**src/rtl/rx_data_deframer.sv**
```systemverilog
// Single-lane RX deframer: classifies descrambled 66-bit blocks and rebuilds
// AXI-Stream frames through a one-entry holding buffer so tlast is known early.
module rx_data_deframer #(
    parameter int INTERMEDIATE_DATA_SIZE = 66,
    parameter int AXI_DATA_SIZE          = 64,
    parameter int KEEP_SIZE              = AXI_DATA_SIZE / 8
) (
    input  logic                              clk,
    input  logic                              rst,
    input  logic                              channel_up,
    input  logic                              rx_block_valid,
    input  logic [INTERMEDIATE_DATA_SIZE-1:0] rx_block,
    output logic                              m_axi_valid,
    output logic [AXI_DATA_SIZE-1:0]          m_axi_data,
    output logic [KEEP_SIZE-1:0]              m_axi_keep,
    output logic                              m_axi_last,
    output logic                              os_idle,
    output logic                              os_cc,
    output logic                              os_cb,
    output logic                              os_nr,
    output logic                              sync_err,
    output logic                              frame_err
);

    localparam logic [7:0] T_IDLE = 8'h78;
    localparam logic [7:0] T_SEP  = 8'h1E;
    localparam logic [7:0] T_SEP7 = 8'hE1;

    typedef enum logic {IDLE, IN_FRAME} state_t;

    state_t                   state, nxt_state;
    logic                     buf_valid, nxt_buf_valid;
    logic                     buf_last, nxt_buf_last;
    logic [AXI_DATA_SIZE-1:0] buf_data, nxt_buf_data;
    logic [KEEP_SIZE-1:0]     buf_keep, nxt_buf_keep;

    logic                     nxt_valid, nxt_last;
    logic [AXI_DATA_SIZE-1:0] nxt_data;
    logic [KEEP_SIZE-1:0]     nxt_keep;
    logic                     nxt_idle, nxt_cc, nxt_cb, nxt_nr, nxt_sync_err, nxt_frame_err;

    logic [1:0]               sync;
    logic [7:0]               ctype, sep_n;
    logic                     is_data, is_ctl, is_idle, is_sep, is_sep7, is_sep0, is_tail;
    logic [AXI_DATA_SIZE-1:0] tail_raw, tail_data;
    logic [KEEP_SIZE-1:0]     tail_keep;

    assign sync    = rx_block[INTERMEDIATE_DATA_SIZE-1 -: 2];
    assign ctype   = rx_block[63:56];
    assign sep_n   = rx_block[55:48];
    assign is_data = (sync == 2'b01);
    assign is_ctl  = (sync == 2'b10);
    assign is_idle = is_ctl && (ctype == T_IDLE);
    assign is_sep  = is_ctl && (ctype == T_SEP);
    assign is_sep7 = is_ctl && (ctype == T_SEP7);
    assign is_sep0 = is_sep && (sep_n == 8'd0);
    assign is_tail = (is_sep && (sep_n != 8'd0) && (sep_n <= 8'd6)) || is_sep7;

    // Tail bytes are left-aligned; bytes beyond the count are forced to zero.
    assign tail_raw  = is_sep7 ? {rx_block[55:0], 8'h00} : {rx_block[47:0], 16'h0000};
    assign tail_keep = is_sep7 ? 8'hFE : ~({KEEP_SIZE{1'b1}} >> sep_n);

    always_comb begin
        tail_data = '0;
        for (int i = 0; i < KEEP_SIZE; i++)
            if (tail_keep[i]) tail_data[8*i +: 8] = tail_raw[8*i +: 8];
    end

    always_comb begin
        nxt_state     = state;
        nxt_buf_valid = buf_valid;
        nxt_buf_last  = buf_last;
        nxt_buf_data  = buf_data;
        nxt_buf_keep  = buf_keep;
        nxt_valid     = 1'b0;
        nxt_data      = '0;
        nxt_keep      = '0;
        nxt_last      = 1'b0;
        nxt_idle      = 1'b0;
        nxt_cc        = 1'b0;
        nxt_cb        = 1'b0;
        nxt_nr        = 1'b0;
        nxt_sync_err  = 1'b0;
        nxt_frame_err = 1'b0;

        // A last entry only lives in IDLE, so it can never collide with an IN_FRAME emit.
        if (buf_valid && buf_last) begin
            nxt_valid     = 1'b1;
            nxt_data      = buf_data;
            nxt_keep      = buf_keep;
            nxt_last      = 1'b1;
            nxt_buf_valid = 1'b0;
        end

        if (!channel_up) begin
            nxt_buf_valid = 1'b0;
            nxt_state     = IDLE;
        end else if (rx_block_valid) begin
            if (!is_data && !is_ctl) begin
                nxt_sync_err = 1'b1;
            end else if (is_data) begin
                if (state == IN_FRAME) begin
                    nxt_valid = 1'b1;
                    nxt_data  = buf_data;
                    nxt_keep  = buf_keep;
                end
                nxt_buf_valid = 1'b1;
                nxt_buf_last  = 1'b0;
                nxt_buf_data  = rx_block[AXI_DATA_SIZE-1:0];
                nxt_buf_keep  = '1;
                nxt_state     = IN_FRAME;
            end else if (is_idle) begin
                nxt_idle = 1'b1;
                nxt_cc   = rx_block[48];
                nxt_cb   = rx_block[49];
                nxt_nr   = rx_block[50];
            end else if (is_tail) begin
                if (state == IN_FRAME) begin
                    nxt_valid = 1'b1;
                    nxt_data  = buf_data;
                    nxt_keep  = buf_keep;
                end
                nxt_buf_valid = 1'b1;
                nxt_buf_last  = 1'b1;
                nxt_buf_data  = tail_data;
                nxt_buf_keep  = tail_keep;
                nxt_state     = IDLE;
            end else if (is_sep0) begin
                if (state == IN_FRAME) begin
                    nxt_valid     = 1'b1;
                    nxt_data      = buf_data;
                    nxt_keep      = buf_keep;
                    nxt_last      = 1'b1;
                    nxt_buf_valid = 1'b0;
                end
                nxt_state = IDLE;
            end else begin
                nxt_frame_err = 1'b1;
                nxt_buf_valid = 1'b0;
                nxt_state     = IDLE;
            end
        end
    end

    always_ff @(posedge clk or posedge rst) begin
        if (rst) begin
            state       <= IDLE;
            buf_valid   <= 1'b0;
            buf_last    <= 1'b0;
            buf_data    <= '0;
            buf_keep    <= '0;
            m_axi_valid <= 1'b0;
            m_axi_data  <= '0;
            m_axi_keep  <= '0;
            m_axi_last  <= 1'b0;
            os_idle     <= 1'b0;
            os_cc       <= 1'b0;
            os_cb       <= 1'b0;
            os_nr       <= 1'b0;
            sync_err    <= 1'b0;
            frame_err   <= 1'b0;
        end else begin
            state       <= nxt_state;
            buf_valid   <= nxt_buf_valid;
            buf_last    <= nxt_buf_last;
            buf_data    <= nxt_buf_data;
            buf_keep    <= nxt_buf_keep;
            m_axi_valid <= nxt_valid;
            m_axi_data  <= nxt_data;
            m_axi_keep  <= nxt_keep;
            m_axi_last  <= nxt_last;
            os_idle     <= nxt_idle;
            os_cc       <= nxt_cc;
            os_cb       <= nxt_cb;
            os_nr       <= nxt_nr;
            sync_err    <= nxt_sync_err;
            frame_err   <= nxt_frame_err;
        end
    end

endmodule

```
**config.mk**
```make
export PLATFORM = sky130hd
export DESIGN_NAME = rx_data_deframer
export DESIGN_NICKNAME = d
export VERILOG_FILES = /design/src/rtl/rx_data_deframer.sv
export SDC_FILE = /design/constraint.sdc
export NUM_CORES = 1
export LEC_CHECK = 0
export ABC_AREA = 1
export CORE_ASPECT_RATIO = 1.5
export CORE_MARGIN = 3
export CORE_UTILIZATION = 40
export CTS_CLUSTER_DIAMETER = 150
export CTS_CLUSTER_SIZE = 14
export DETAILED_ROUTE_END_ITERATION = 6
export PLACE_DENSITY_LB_ADDON = 0.2
export SYNTH_ARGS = -nofsm -noshare
export SYNTH_HDL_FRONTEND = slang
export SYNTH_SLANG_ARGS = --single-unit
```
**constraint.sdc**
```tcl
create_clock -name clk -period 8.16 [get_ports clk]
set_clock_uncertainty 0.2 [all_clocks]
set_input_delay 1.224 -clock clk [delete_from_list [all_inputs] [get_ports clk]]
set_output_delay 1.224 -clock clk [all_outputs]
set_load 0.05 [all_outputs]
```
---- Word-level counts from Yosys, hierarchy flattened ----
Index checks and enable logic that the tools add are counted.
storage, ports and cells
  input bits .............................. 70
  output and inout bits ................... 80
  word-level logic and storage cells ...... 140
  register bits ........................... 155
operators by class
  reduce and logical (&&, ||, !) cells .... 16
  bitwise logic cells ..................... 2
  shift operators ......................... 1
  eq/ne operators ......................... 9
  muxes and demuxes ....................... 96
  magnitude comparators ................... 1
operators with widths
  cell                                                            number
  two-way mux 64 bit                                              13
  two-way mux 8 bit                                               21
  two-way mux 1 bit                                               62
  equality test 8 x 5 -> 1 bit, second input constant             1
  equality test 8 x 7 -> 1 bit, second input constant             1
  equality test 8 bit, second input constant                      1
  less-or-equal comparator 8 x 3 -> 1 bit, second input constant  1
  logical AND 1 bit                                               8
  logical NOT 8 bit                                               1
  inverter 8 bit                                                  1
  nonzero test 8 bit                                              1
  right shift 8 x 8 -> 8 bit, first input constant                1
  AND reduction 5 bit                                             1
  inequality test 2 bit, second input constant                    2
  inequality test 3 bit, second input constant                    1
  AND reduction 3 bit                                             1
  equality test 2 x 1 -> 1 bit, second input constant             1
  equality test 2 bit, second input constant                      1
  logical NOT 1 bit                                               2
  inequality test 2 x 1 -> 1 bit, second input constant           1
  nonzero test 2 bit                                              1
  logical OR 1 bit                                                1
  inverter 1 bit                                                  1

---- Longest topological paths before layout ----
  depth after elaboration ................. 11
  depth in mapped cells ................... 13
  mapped depth without buffers ............ 11

---- Worst setup path after synthesis ----
OpenSTA, ideal clock, no wires.
  path type ............................... input-to-reg
  from .................................... in rx_block[64]
  to ...................................... reg buf_data[33]
  library setup time ...................... 116 ps
  buffers on the path ..................... 2
  slack ................................... 5376 ps
  required time ........................... 7844 ps
  stages .................................. 13
  arrival ................................. 2467 ps
  cells stage by stage .................... inv_1 ha_1 nand2_1 nor3_4 nand2_2 buf_6 buf_2 nand2_1 o21ai_0 nand3_1 o21ai_0 nand2_1 nand2_1
on the way
  longest elaborated chain between the ends .. 7
  elaborated cells between the ends (all ways) .. 21
  those cells by class .................... 3 x eq/ne; 6 x mux; 1 x bitwise; 11 x reduce/logical
RTL lines
  element                                                    RTL line  RTL
  start: declaration                                         12        input logic [INTERMEDIATE_DATA_SIZE-1:0] rx_block,
  equality test 2 bit                                        52        assign is_ctl = (sync == 2'b10);
  logical AND 1 bit (on tied branches)                       55, 54
  two-way mux 64 bit (tied with other cells)                 60        assign tail_raw = is_sep7 ? {rx_block[55:0], 8'h00} : {rx_block[47:0], 16'h0000};
  two-way mux 8 bit or logical AND 1 bit (tied branches)     66, 57
  two-way mux 64 bit or logical OR 1 bit (tied branches)     117, 57
  two-way mux 64 bit or nonzero test 2 bit (tied branches)   -
  two-way mux 64 bit or AND reduction 5 bit (tied branches)  -
  end signal: assignment                                     166       buf_data <= nxt_buf_data;
  end: declaration                                           34        logic [AXI_DATA_SIZE-1:0] buf_data, nxt_buf_data;
Several ways; a longest one is shown, not always the timed one. The select of a mux whose other input is x is not followed.
A chain may end at the register's enable or synchronous reset.

---- Final worst setup path ----
  from .................................... in rx_block[64]
  to ...................................... reg buf_keep[3]
on the way
  longest elaborated chain between the ends .. 7
  elaborated cells between the ends (all ways) .. 19
  those cells by class .................... 3 x eq/ne; 4 x mux; 1 x bitwise; 11 x reduce/logical
RTL lines
  element                               RTL line  RTL
  equality test 2 bit                   52
  logical AND 1 bit                     54        assign is_sep = is_ctl && (ctype == T_SEP);
  logical AND 1 bit (2 in a row)        57        assign is_tail = (is_sep && (sep_n != 8'd0) && (sep_n <= 8'd6)) || is_sep7;
  logical OR 1 bit                      57
  nonzero test 2 bit (no source line)   -
  AND reduction 5 bit (no source line)  -
  end signal: assignment                167       buf_keep <= nxt_buf_keep;
  end: declaration                      35        logic [KEEP_SIZE-1:0] buf_keep, nxt_buf_keep;
Several ways; a longest one is shown, not always the timed one. The select of a mux whose other input is x is not followed.

==> summary.md <==
| Metric | Value |
|---|---|
| Outcome | finished, final reports clean |
| Worst-path clk slew | around 0.06 ns |
| FMAX | 203 MHz |
| Logic pwr share | 15.5% |
| Buffer depth of the longest clock path | 2 |
| Post-route DRC | 0 |
| Layout cells sized above 1 | 6.97% |
| Post-route minimum period | 4.93 ns |
| Final setup vio count | 0 |
| Dpl hpwl | ~15000 um |
| First-pass DRT Iterations | 5 |
| Worst R2R Start | buf_last$_DFFE_PP0P_ |
| CTS root buffer | clkbuf_16 |
| CP required | 8.30 ns |
| Design area | 9590 sq um |
| Synth area leader | dfrtp_1 |
| IO buf count | approximately 150 |
| CP Capture Type | flop |
| Clock Latency Late Sink | 0.43 ns |
| Post-Syn Instances | between 900 and 1000 |
| Drt wl/cell | ~16 um |
| CP peak stage delay | 0.93 ns |
| CTS H-tree depth | 4 |
| Pin count of the biggest net entering global routing | 105 |
| GP Congestion | 0.892 |
| Reg2reg end | m_axi_data[63]$_DFF_PP0_ |
| Area of the multi-input gates | between 2000 and 3000 sq um |
| Overflow after GRT | 0 |
| Row count | 60 |
| Min-delay src | buf_keep[7]$_DFFE_PP0P_ |
| Hold Path Sink | buf_keep[7]$_DFFE_PP0P_ |
| Boundary Pins | 150 |
| Slew @ Worst Pin | about 1.1 ns |
| Crit path kind | input pin to flop |
| Crit path top cell by count | o21ai_1 |
| Antenna violations before repair | 2 |
| NetSw | 578 uW |
| Clock power frac | 37.7% |
| CTS resizes | 0 |
| Final nets | 1150 |
| WL final | ~21000 um |
| Die ar. | 20500 sq um |
| Final period util | between 60% and 70% |
| Internal power | 1410 uW |
| HP Class | flop to flop |
| Max Cap Violations | 0 |
| Sequential share of the synthesized area | 51.6% |
| CP cell instances | clkdlybuf4s50_1 -> inv_1 -> ha_1 -> nand2_1 -> nor3_4 -> nand2_4 -> nand3_2 -> nand2_2 -> inv_4 -> o21ai_1 -> o21ai_1 |
| TritonCTS clock tree | built |
| Leak | 0.00466 uW |
| Slew HR | 25.7% |
| WHS Path Cells | 2 |
| Post-DRT Antenna Nets | 0 |
| Die H | 174 um |
| Peak supply drop | about 0.13 mV |
| Startpoint types | input pin |
| Mapped Area | between 7000 and 8000 sq um |
| Reg area | 3880 sq um |
| Leading post-synthesis cells by cell area | dfrtp_1, nand2_1, o21ai_0 |
| Setup TNS | 0 ns |
| Cells on worst reg2reg path | 7 |
| R2R Setup Slk | 5.98 ns |
| CP max stage cell | inv_4 |
| First-pass GRT wire length | 33200 um |
| Synth warnings | 0 |
| Power per cell area | 207 nW/um^2 |
| Slew Viols, Final | 0 |
| Synthesized flop and latch total | between 150 and 200 |
| Hold Fails Final Rpt | 0 |
| Vias/cell | 4.81 |
| Arrival @ worst endpoint | 5.08 ns |
| CTS Sinks | 155 |
| Seq pwr share | 46.8% |
| Area of placed instances | 9020 sq um |
| 1st-iter DRT viols | 416 |
| Yosys top cell area share | 51.6% |
| Unique masters post-synth | 30 |
| Placeable Area | about 18000 sq um |
| Syn avg cell area | 7.81 sq um |
| RSZ-0062 raised after global routing | false |
| Initial Util | 41.3% |
| Via count | around 6500 |
| TritonCTS buffer count | 17 |
| Syn_nets | between 1000 and 1500 |
| Setup bufs post-CTS | 0 |
| Critical path fanouts, max | between 100 and 150 |
| Sw Ratio | 29.1% |
| Filler instances | 1735 |
| Die X | 118 um |
| Area Growth Syn to Fin | 27.7% |
| Hold Buf Count CTS | 0 |
| Total GRT Usage | 20.6% |
| Number of global-route vias before repair | 6236 |
==> power groups by stage <==
stage | Clock (uW) | Combinational [uW] | Sequential, uW
after CTS | 765 | 311 | 930
after detailed placement | 0 | 309 | 943
after global routing | 797 | 348 | 942
after floorplan | 0 | 169 | 961
after global placement | 0 | 305 | 940
final | 749 | 308 | 929
==> worst max-delay path: cells and delay by family <==
family | cells | cell delay [ns]
buffers and inverters | 3 | 1.41
AND/OR/NAND/NOR | 5 | 1.81
adder cells (fa/ha/maj) | 1 | 0.24
AO/OA/AOI/OAI | 2 | 0.29
==> layout make-up <==
cell class / count / area share (%)
timing repair buffer: 154 / 15.9
tap: 248 / 3.24
antenna: 2 / 0.0522
clock inverter: 10 / 0.874
sequential: 155 / 40.4
multi-input combinational: 660 / 30.8
clock buffer: 22 / 5.05
inverter: 90 / 3.60
==> cells in the mapped netlist <==
| cell | count |
|---|---|
| nand2_2 | 4 |
| clkinv_1 | 1 |
| nor3_2 | 1 |
| o2111ai_2 | 1 |
| nor2_2 | 22 |
| a21oi_1 | 5 |
| o21ai_0 | 111 |
| nor3_4 | 1 |
| o21ai_1 | 60 |
| buf_2 | 15 |
| o22ai_1 | 9 |
| nand3_4 | 1 |
| a211oi_1 | 1 |
| inv_2 | 4 |
| nand2_1 | 361 |
| nor3_1 | 4 |
| inv_4 | 1 |
| a21boi_0 | 2 |
| clkbuf_1 | 21 |
| buf_6 | 11 |
| ha_1 | 2 |
| buf_1 | 3 |
| nand3_2 | 2 |
| nand4_2 | 1 |
| nand3_1 | 49 |
| nor2_1 | 21 |
| dfrtp_1 | 155 |
| inv_1 | 84 |
| buf_4 | 7 |
| nand4_1 | 2 |
==> flip-flops by register name (all words and copies together) (netlist names) <==
signal	cells
os_cc	1
buf_last	1
sync_err	1
m_axi_valid	1
os_idle	1
buf_data	64
buf_valid	1
buf_keep	8
state	1
frame_err	1
os_cb	1
m_axi_data	64
m_axi_last	1
os_nr	1
m_axi_keep	8
==> layout by cell type (no fill, tap or decap), types with 2 or more instances in the layout <==
cell type        synthesis  routed
a21oi_1                  5       5
ha_1                     2       2
o21ai_0                111     111
o22ai_1                  9       9
dfrtp_1                155     155
nand2_2                  4       3
a21boi_0                 2       2
nand2_1                361     361
nand3_2                  2       2
clkinv_4                 0       5
inv_1                   84      82
clkinvlp_4               0       2
clkbuf_8                 0       4
o21ai_1                 60      60
buf_4                    7       5
diode_2                  0       2
inv_6                    0       2
nor2_1                  21      21
clkdlybuf4s50_1          0     149
nor3_1                   4       4
nor2_2                  22      22
nand3_1                 49      49
clkbuf_16                0      17
nand4_1                  2       2
inv_2                    4       5
==> cell families (layout without fill, tap and decap cells) <==
kind of cell / after synthesis / in the layout / synth area share [%]
adders and majority gates: 2 / 2 / 0.333
buffers and inverters: 147 / 276 / 9.08
other: 0 / 2 / 0
DFF: 155 / 155 / 51.6
and+or+nand+nor: 469 / 469 / 26.0
AOI/OAI and AO/OA: 189 / 189 / 13.0
==> layer usage <==
layer,track usage [%],vias up,routed length [um]
met3,4.93,43,1200
li1,-,3279,-
met4,7.53,0,604
met5,0,-,0
met2,34.2,196,10000
met1,26.4,2937,8970
==> how the worst max path moves through the flow <==
stage,startpoint,endpoint,slack (ns),cells past startpoint
2_1_floorplan,rst,buf_data[0]$_DFFE_PP0P_,2.56,1
3_3_place_gp,rx_block[64],buf_keep[6]$_DFFE_PP0P_,2.93,11
3_5_place_dp,rx_block[64],buf_keep[3]$_DFFE_PP0P_,2.80,11
4_1_cts,rx_block[64],buf_keep[3]$_DFFE_PP0P_,3.23,11
5_1_grt,rx_block[65],buf_keep[4]$_DFFE_PP0P_,2.86,10
6_report,rx_block[64],buf_keep[3]$_DFFE_PP0P_,3.23,11
==> stage by stage <==
step | setup WS (ns) | cells | utilization [%] | hold WS, ns | total power (uW)
floorplan | 2.56 | 962 | - | 0.222 | 1130
global placement | 2.93 | 1307 | 49.6 | 0.247 | 1250
detailed placement | 2.80 | 1307 | 49.6 | 0.243 | 1250
CTS | 3.23 | 1339 | 52.8 | 0.259 | 2010
global route | 2.86 | 1341 | 52.8 | 0.294 | 2090
finish | 3.23 | 1341 | 52.8 | 0.253 | 1990
Power figures use the tool's default switching activity.
